<file path="config.mk">
export PLATFORM = sky130hd
export DESIGN_NAME = conv_window_ctrl_flat
export DESIGN_NICKNAME = d
export VERILOG_FILES = /design/src/rtl/conv_window_ctrl_if.sv /design/src/rtl/conv_window_ctrl.sv /design/src/flat_wrapper.sv
export SDC_FILE = /design/constraint.sdc
export NUM_CORES = 1
export LEC_CHECK = 0
export CORE_UTILIZATION = 55
export CTS_BUF_LIST = sky130_fd_sc_hd__clkbuf_8
export DETAILED_ROUTE_END_ITERATION = 8
export MAX_ROUTING_LAYER = met4
export PLACE_DENSITY = 0.83
export SETUP_SLACK_MARGIN = 0.3
export SLEW_MARGIN = 15
export SYNTH_ARGS = -nofsm -noshare
export SYNTH_HDL_FRONTEND = slang
export SYNTH_SLANG_ARGS = --single-unit
</file>
<file path="constraint.sdc">
create_clock -name clk -period 2.55 [get_ports clk]
set_clock_uncertainty 0.05 [all_clocks]
set_input_delay 0.6375 -clock clk [delete_from_list [all_inputs] [get_ports clk]]
set_output_delay 0.6375 -clock clk [all_outputs]
set_load 0.03 [all_outputs]
</file>
<file path="src/rtl/conv_window_ctrl_if.sv">
`timescale 1ns/1ps
`default_nettype none
// ---------------------------------------------------------------------------
// conv_window_ctrl_if : pixel-in / window-out handshake bundle
// Revision : 1.0
// ---------------------------------------------------------------------------
interface conv_window_ctrl_if #(
  parameter int ROW_W = 3,
  parameter int COL_W = 3
);
  logic             in_valid;
  logic             in_sof;
  logic             in_ready;
  logic             shift_en;
  logic             win_valid;
  logic             win_ready;
  logic [ROW_W-1:0] win_row;
  logic [COL_W-1:0] win_col;
  logic             frame_done;
  logic             sof_err;

  modport master (
    output in_valid, in_sof, win_ready,
    input  in_ready, shift_en, win_valid, win_row, win_col, frame_done, sof_err
  );

  modport slave (
    input  in_valid, in_sof, win_ready,
    output in_ready, shift_en, win_valid, win_row, win_col, frame_done, sof_err
  );
endinterface
`default_nettype wire

</file>
<file path="src/rtl/conv_window_ctrl.sv">
`timescale 1ns/1ps
`default_nettype none
// ---------------------------------------------------------------------------
// conv_window_ctrl : sequences pixels into a 3x3 window buffer and flags
//                    complete windows with MAC backpressure.
// Option   : CONV_WINDOW_CTRL_STRIDE2_EN -> stride-2 window emission
// Revision : 1.0
// ---------------------------------------------------------------------------
module conv_window_ctrl #(
  parameter int IMG_WIDTH  = 8,
  parameter int IMG_HEIGHT = 8,
  parameter int COL_W      = $clog2(IMG_WIDTH),
  parameter int ROW_W      = $clog2(IMG_HEIGHT)
) (
  input  wire logic          clk,
  input  wire logic          rst,
  conv_window_ctrl_if.slave  bus
);

  typedef enum logic [1:0] {
    S_IDLE   = 2'd0,
    S_FILL   = 2'd1,
    S_STREAM = 2'd2
  } state_t;

  localparam logic [COL_W-1:0] C_COL_LAST = COL_W'(IMG_WIDTH - 1);
  localparam logic [ROW_W-1:0] C_ROW_LAST = ROW_W'(IMG_HEIGHT - 1);

  state_t           r_state, w_state_nxt;
  logic [ROW_W-1:0] r_row, w_row_nxt;
  logic [COL_W-1:0] r_col, w_col_nxt;
  logic             r_win_valid, w_win_valid_nxt;
  logic [ROW_W-1:0] r_win_row, w_win_row_nxt;
  logic [COL_W-1:0] r_win_col, w_win_col_nxt;
  logic             r_frame_done, w_frame_done_nxt;
  logic             r_sof_err, w_sof_err_nxt;

  logic w_in_ready;
  logic w_accept;
  logic w_interior;
  logic w_win_hit;
  logic w_last;

  assign w_in_ready = ~(r_win_valid & ~bus.win_ready);
  assign w_accept   = bus.in_valid & w_in_ready;
  assign w_interior = (r_row >= ROW_W'(2)) && (r_col >= COL_W'(2));
  assign w_last     = (r_row == C_ROW_LAST) && (r_col == C_COL_LAST);

`ifdef CONV_WINDOW_CTRL_STRIDE2_EN
  // (r-2) and (c-2) even is the same as r and c even
  assign w_win_hit = w_interior & ~r_row[0] & ~r_col[0];
`else
  assign w_win_hit = w_interior;
`endif

  assign bus.in_ready   = w_in_ready;
  assign bus.shift_en   = w_accept & ((r_state != S_IDLE) | bus.in_sof) & ~rst;
  assign bus.win_valid  = r_win_valid;
  assign bus.win_row    = r_win_row;
  assign bus.win_col    = r_win_col;
  assign bus.frame_done = r_frame_done;
  assign bus.sof_err    = r_sof_err;

  always_comb begin
    w_state_nxt      = r_state;
    w_row_nxt        = r_row;
    w_col_nxt        = r_col;
    w_win_valid_nxt  = r_win_valid & ~bus.win_ready;
    w_win_row_nxt    = r_win_row;
    w_win_col_nxt    = r_win_col;
    w_frame_done_nxt = 1'b0;
    w_sof_err_nxt    = 1'b0;

    if (w_accept) begin
      if (bus.in_sof) begin
        // the SOF pixel itself occupies (0,0); next expected is (0,1)
        w_state_nxt   = S_FILL;
        w_row_nxt     = '0;
        w_col_nxt     = COL_W'(1);
        w_sof_err_nxt = (r_state != S_IDLE);
      end else if (r_state != S_IDLE) begin
        if (w_win_hit) begin
          w_win_valid_nxt = 1'b1;
          w_win_row_nxt   = r_row - ROW_W'(1);
          w_win_col_nxt   = r_col - COL_W'(1);
        end
        if (w_last) begin
          w_state_nxt      = S_IDLE;
          w_row_nxt        = '0;
          w_col_nxt        = '0;
          w_frame_done_nxt = 1'b1;
        end else begin
          if (r_col == C_COL_LAST) begin
            w_col_nxt = '0;
            w_row_nxt = r_row + ROW_W'(1);
          end else begin
            w_col_nxt = r_col + COL_W'(1);
          end
          if ((r_state == S_FILL) && w_interior) begin
            w_state_nxt = S_STREAM;
          end
        end
      end
    end
  end

  always_ff @(posedge clk or posedge rst) begin
    if (rst) begin
      r_state      <= S_IDLE;
      r_row        <= '0;
      r_col        <= '0;
      r_win_valid  <= 1'b0;
      r_win_row    <= '0;
      r_win_col    <= '0;
      r_frame_done <= 1'b0;
      r_sof_err    <= 1'b0;
    end else begin
      r_state      <= w_state_nxt;
      r_row        <= w_row_nxt;
      r_col        <= w_col_nxt;
      r_win_valid  <= w_win_valid_nxt;
      r_win_row    <= w_win_row_nxt;
      r_win_col    <= w_win_col_nxt;
      r_frame_done <= w_frame_done_nxt;
      r_sof_err    <= w_sof_err_nxt;
    end
  end

endmodule
`default_nettype wire

</file>
<file path="src/flat_wrapper.sv">
// flat-port wrapper written by rule: the top's interface ports become plain ports
module conv_window_ctrl_flat 
#(
  parameter int IMG_WIDTH  = 8,
  parameter int IMG_HEIGHT = 8,
  parameter int COL_W      = $clog2(IMG_WIDTH),
  parameter int ROW_W      = $clog2(IMG_HEIGHT)
)
  (clk, rst, bus_in_valid, bus_in_sof, bus_win_ready, bus_in_ready, bus_shift_en, bus_win_valid, bus_win_row, bus_win_col, bus_frame_done, bus_sof_err);
  conv_window_ctrl_if #(.ROW_W(ROW_W), .COL_W(COL_W)) bus_i ();
  input  wire logic clk;
  input  wire logic rst;
  input wire logic [$bits(bus_i.in_valid)-1:0] bus_in_valid;
  input wire logic [$bits(bus_i.in_sof)-1:0] bus_in_sof;
  input wire logic [$bits(bus_i.win_ready)-1:0] bus_win_ready;
  output wire logic [$bits(bus_i.in_ready)-1:0] bus_in_ready;
  output wire logic [$bits(bus_i.shift_en)-1:0] bus_shift_en;
  output wire logic [$bits(bus_i.win_valid)-1:0] bus_win_valid;
  output wire logic [$bits(bus_i.win_row)-1:0] bus_win_row;
  output wire logic [$bits(bus_i.win_col)-1:0] bus_win_col;
  output wire logic [$bits(bus_i.frame_done)-1:0] bus_frame_done;
  output wire logic [$bits(bus_i.sof_err)-1:0] bus_sof_err;
  assign bus_i.in_valid = bus_in_valid;
  assign bus_i.in_sof = bus_in_sof;
  assign bus_i.win_ready = bus_win_ready;
  assign bus_in_ready = bus_i.in_ready;
  assign bus_shift_en = bus_i.shift_en;
  assign bus_win_valid = bus_i.win_valid;
  assign bus_win_row = bus_i.win_row;
  assign bus_win_col = bus_i.win_col;
  assign bus_frame_done = bus_i.frame_done;
  assign bus_sof_err = bus_i.sof_err;
  conv_window_ctrl #(.IMG_WIDTH(IMG_WIDTH), .IMG_HEIGHT(IMG_HEIGHT), .COL_W(COL_W), .ROW_W(ROW_W)) u_core (.clk(clk), .rst(rst), .bus(bus_i));
endmodule
</file>
Word-level counts from Yosys, hierarchy flattened --
Index checks and enable logic that the tools add are counted.
Storage, ports and cells: register bits after elaboration 17, output and inout bits 11
Cells by class: add/sub/neg operators 4, order comparisons 2, equality and inequality tests 3, muxes and demuxes 22, bitwise gates (word level) 9, reductions and logical operators 11
Operators with widths (count):
- $mux 3 | 8
- $mux 1 | 10
- $mux 2 | 4
- $add 3x1->3 const B | 2
- $eq 3x3->1 const B | 2
- $ge 3x2->1 const B | 2
- $reduce_and 3->1 | 2
- $reduce_bool 3->1 | 2
- $sub 3x1->3 const B | 2
- $and 1x1->1 | 4
- $not 1->1 | 4
- $reduce_and 4->1 | 1
- $reduce_bool 2->1 | 2
- $logic_and 1x1->1 | 3
- $eq 2x1->1 const B | 1
- $reduce_and 2->1 | 1
- $or 1x1->1 | 1

Longest topological paths before layout --
Gate-level depths: netlist of run 1.
depth after elaboration 7, mapped depth 5, gate-level depth less buffers 5

Worst setup path before layout of run 1 --
Ideal clock, no wire load.
path type input-to-output, start point input port bus_in_valid, end point output port bus_shift_en, arrival time 1638 ps, slack 225 ps, stages on the path 3, cells stage by stage inv_1 -> or3_2 -> nor2_1
On the way: cells in the longest elaborated chain, start to end 3
RTL lines:
- start, declared | line flat_wrapper.sv:13 | input wire logic [$bits(bus_i.in_valid)-1:0] bus_in_valid;
- $and 1x1->1 | line conv_window_ctrl.sv:45 | assign w_accept = bus.in_valid & w_in_ready;
- $and 1x1->1 (2 in a row) | line conv_window_ctrl.sv:57 | assign bus.shift_en = w_accept & ((r_state != S_IDLE) | bus.in_sof) & ~rst;
- end, declared | line flat_wrapper.sv:17 | output wire logic [$bits(bus_i.shift_en)-1:0] bus_shift_en;
Every way passes these cells.

Worst setup path in the final report of run 1 --
start point input port bus_win_ready, end point output port bus_in_ready
On the way: cells in the longest elaborated chain, start to end 3
RTL lines:
- start, declared | line flat_wrapper.sv:15 | input wire logic [$bits(bus_i.win_ready)-1:0] bus_win_ready;
- $not 1->1 | line conv_window_ctrl.sv:44 | assign w_in_ready = ~(r_win_valid & ~bus.win_ready);
- $and 1x1->1 | line conv_window_ctrl.sv:44
- $not 1->1 | line conv_window_ctrl.sv:44
- end, declared | line flat_wrapper.sv:16 | output wire logic [$bits(bus_i.in_ready)-1:0] bus_in_ready;
Every way passes these cells.

==> results of run 1 <==
[how the worst max path moves through the flow]
stage	to	slack, ns	cells past startpoint
global placement	bus_shift_en	-0.04	5
floorplan	bus_shift_en	0.36	3
detailed placement	bus_shift_en	-0.06	5
finish	bus_in_ready	0.36	5
global route	bus_shift_en	0.32	5
CTS	bus_shift_en	0.32	5
[area by class of cell]
class / instances / area (um2) / area share
sequential: 17 / 425 / 0.364
timing repair buffer: 21 / 191 / 0.164
clock buffer: 3 / 41.3 / 0.0353
inverter: 11 / 41.3 / 0.0353
tap: 16 / 20.0 / 0.0171
clock inverter: 1 / 3.75 / 0.00321
multi-input combinational: 50 / 445 / 0.381
[metal layers]
metal	part of all wire	vias up	wire, um
met3	0.042	2	71
met2	0.48	19	818
met5	0	-	0
met4	0.0083	0	14
met1	0.47	318	789
li1	-	330	-
[cells in the final DEF (no fill, tap or decap)]
cell and instances:
nand4_2 1, o21ba_2 1, o211ai_1 1, o21a_1 1, buf_6 1, nand2_1 5, o22a_2 1, dfrtp_1 17
buf_4 7, a41oi_1 1, or3_4 1, and4_1 1, a21oi_1 3, nor2_4 1, or4_4 1, a32o_1 1
clkdlybuf4s15_1 1, o32a_1 1, mux2i_1 4, dlygate4sd2_1 2, nor2b_2 1, inv_1 12, nor3_2 1, mux2_2 4
a211o_1 1, o311ai_2 1, xor2_1 2, o31ai_1 1, a21o_2 1, mux2_4 1, clkbuf_8 3, clkdlybuf4s50_1 10
a31oi_1 1, nor3_1 1, nor2_1 3, ha_1 7, nand3_1 1
[kinds of logic after synthesis]
logic type	after synthesis	synth area share
AOI/OAI and AO/OA	15	0.141
xor gates and xnor gates	2	0.0195
adders and majority gates	7	0.0975
buffers and inverters	11	0.0460
DFF	17	0.474
muxes	9	0.111
and+or+nand+nor	17	0.111
[synth_stat cells]
| cell | count | area share |
|---|---|---|
| o311ai_2 | 1 | 0.018 |
| nand3_1 | 1 | 0.0056 |
| o211ai_1 | 1 | 0.0084 |
| a31oi_1 | 1 | 0.0070 |
| a21oi_1 | 3 | 0.017 |
| nor3_1 | 1 | 0.0056 |
| xor2_1 | 2 | 0.020 |
| a211o_1 | 1 | 0.0098 |
| a21o_2 | 1 | 0.0098 |
| o32a_1 | 1 | 0.011 |
| nor2b_1 | 1 | 0.0070 |
| mux2_2 | 4 | 0.050 |
| nand2_1 | 5 | 0.021 |
| mux2_4 | 1 | 0.017 |
| o21a_1 | 1 | 0.0084 |
| and4_1 | 1 | 0.0098 |
| dfrtp_1 | 17 | 0.47 |
| a32o_1 | 1 | 0.011 |
| nand4_2 | 1 | 0.014 |
| o31ai_1 | 1 | 0.0084 |
| or3_2 | 1 | 0.0084 |
| ha_1 | 7 | 0.097 |
| a41oi_1 | 1 | 0.0098 |
| mux2i_1 | 4 | 0.045 |
| or4_4 | 1 | 0.013 |
| inv_1 | 11 | 0.046 |
| o22a_2 | 1 | 0.011 |
| nor3_2 | 1 | 0.011 |
| nor2_1 | 4 | 0.017 |
| o21ba_2 | 1 | 0.011 |
[power groups by stage]
stage	Sequential (mW)	Combinational (mW)	Clock, mW
after global placement	0.471	0.582	0
after CTS	0.471	0.611	0.198
after floorplan	0.557	0.311	0
after detailed placement	0.476	0.602	0
final	0.472	0.603	0.199
after global routing	0.486	0.652	0.210
[timing repair]
item,CTS,global route
endpoints found under the hold margin,0,0
gates cloned,0,0
resized for setup,7,1
pin swaps,2,2
setup endpoints to repair,2,1
[flip-flops by register name (all words and copies together) (netlist names)]
signal                 cells
u_core.bus.win_row         3
u_core.r_col               3
u_core.bus.win_col         3
u_core.bus.frame_done      1
u_core.bus.sof_err         1
u_core.r_row               3
u_core.r_state             2
u_core.bus.win_valid       1
==> run summary, run 1 <==
Final setup margin: 0.360 ns
Kind of critical path: input port to primary output
Hold WS: 0.455 ns
Vias per cell: 5.62
R2R Path End: u_core.bus.win_row[2]
WHS Path Cells: 1
Status: completed
Clock power frac: 0.156
Reg2reg path depth: 5
Seq pwr share: 0.370
Fin crit share: 0.859
All-Layer GR Usage: 0.212
Psw: 0.498 mW
Register area share after synthesis: 0.474
Vias in the first global route: 622
Max-cap check violation count: 0
Setup WS pre-CTS: -0.0590 ns
Hold Fails Final Rpt: 0
Synth Register Bits: 17
CP startpoint kind: input port
Gate power share: 0.474
# DRC: 0
Setup slack, reg-to-reg: 0.68 ns
CTS Buf Count: 3
Grt met3 use: 0.0431
Worst Path Max Fanout: 6
Initial Utilization: 0.589
Critical Path Start: bus_win_ready
First-pass GRT wire length: 2.74 mm
Layout cell share with drive strength beyond 1: 0.252
Cell variety after synth: 30
Placed inst area: 1110 um2
Fin util: 0.767
Hold_buf cts: 0
Post CTS Setup Buffer Count: 0
Remaining Overflow, GRT: 0
Syn Area/Cell: 11.5 um2
Routed WL: 1.70 mm
Max Root-Sink Buffers: 2
Cell family with most CP delay: buffers and inverters
Grt peak-use layer: met2
Pint: 0.775 mW
Warnings from Yosys: 0
CP Cell Sequence: dlygate4sd2_1, nor2b_2, buf_4, inv_1, buf_4
Fill count: 96
CP arrival: 1.50 ns
Detailed Routing Iterations Pass 1: 4
P&R area growth vs syn: 30.1%
Design Power: 1.27 mW
Remaining antenna violation count after routing: 0
Synth Instances: 78
Fin crit period: 2.19 ns
Largest net degree at the start of global routing: 18
Initial antenna violation count: 0
Final net count: 116
Finished Cell Area: 1170 um2
Die area: 1800 um2
Fin. max-slew vios: 0
Most used cell, CP: buf_4
I/O pin cnt: 16
Worst-Margin Slew: 0.652 ns
H-tree levels: 1
Met2 usage: 0.348
Netlist Area Pre-Place: 898 um2
Buf/Inv on CP: 4
Hold Path End: u_core.bus.win_row[2]
Clock root cell: clkbuf_8
Leakage: 0.603 nW
Core ar.: 1520 um2
Via count: 669
N_diodes: 0
Max VDD drop: 0.730 mV
IO buf count: 15
Gpl congestion: 0.862
Syn nets: 90
Unrepaired setup endpoints after global routing: no
# rows: 14
Non-filler cells, final: 119
Sw Ratio: 0.391
Fmax: 457 MHz
Die W: 42.4 um
Hold Crit Class: register to register
Hpwl dp: 1.32 mm
Met1 Use GR: 0.258
Worst skew pair latency: 0.25 ns
Pwr dens: 1090 nW/um2
CTS clk-pin slew, worst paths: 0.06 ns
Hold path start: u_core.bus.win_row[2]
Slew headroom: 0.565
Crit Reg-Reg Startpoint: u_core.r_col[0]
Drt initial violations: 14
Clock sink count: 17
Slowest stage cell on the critical path: dlygate4sd2_1
Placed Cells: 115
CTS tree: yes
Max incr delay on CP: 0.23 ns
Drt wl/cell: 14.2 um
Post-route setup TNS: 0 ns
Die Span Y: 42.4 um
Crit. End Element: primary output
Required @ worst endpoint: 1.86 ns
Final setup violation count: 0
(Power assumes the default switching activity.)
==> run 2: changes to the inputs <==
MAX_ROUTING_LAYER = default   (was met4)
==> results of run 2 <==
No change in the layout: final DEF, timing and power equal those of run 1.
Among the figures that moved: final weighted congestion in routability-driven placement 0.862 -> 0.849; overall routing resource usage 0.212 -> 0.206
==> run 3: changes to the inputs <==
GPL_ROUTABILITY_DRIVEN = 0   (was default)
==> results of run 3 <==
No change in the layout: final DEF, timing and power equal those of run 1.
Among the figures that moved: overall routing resource usage 0.212 -> 0.206
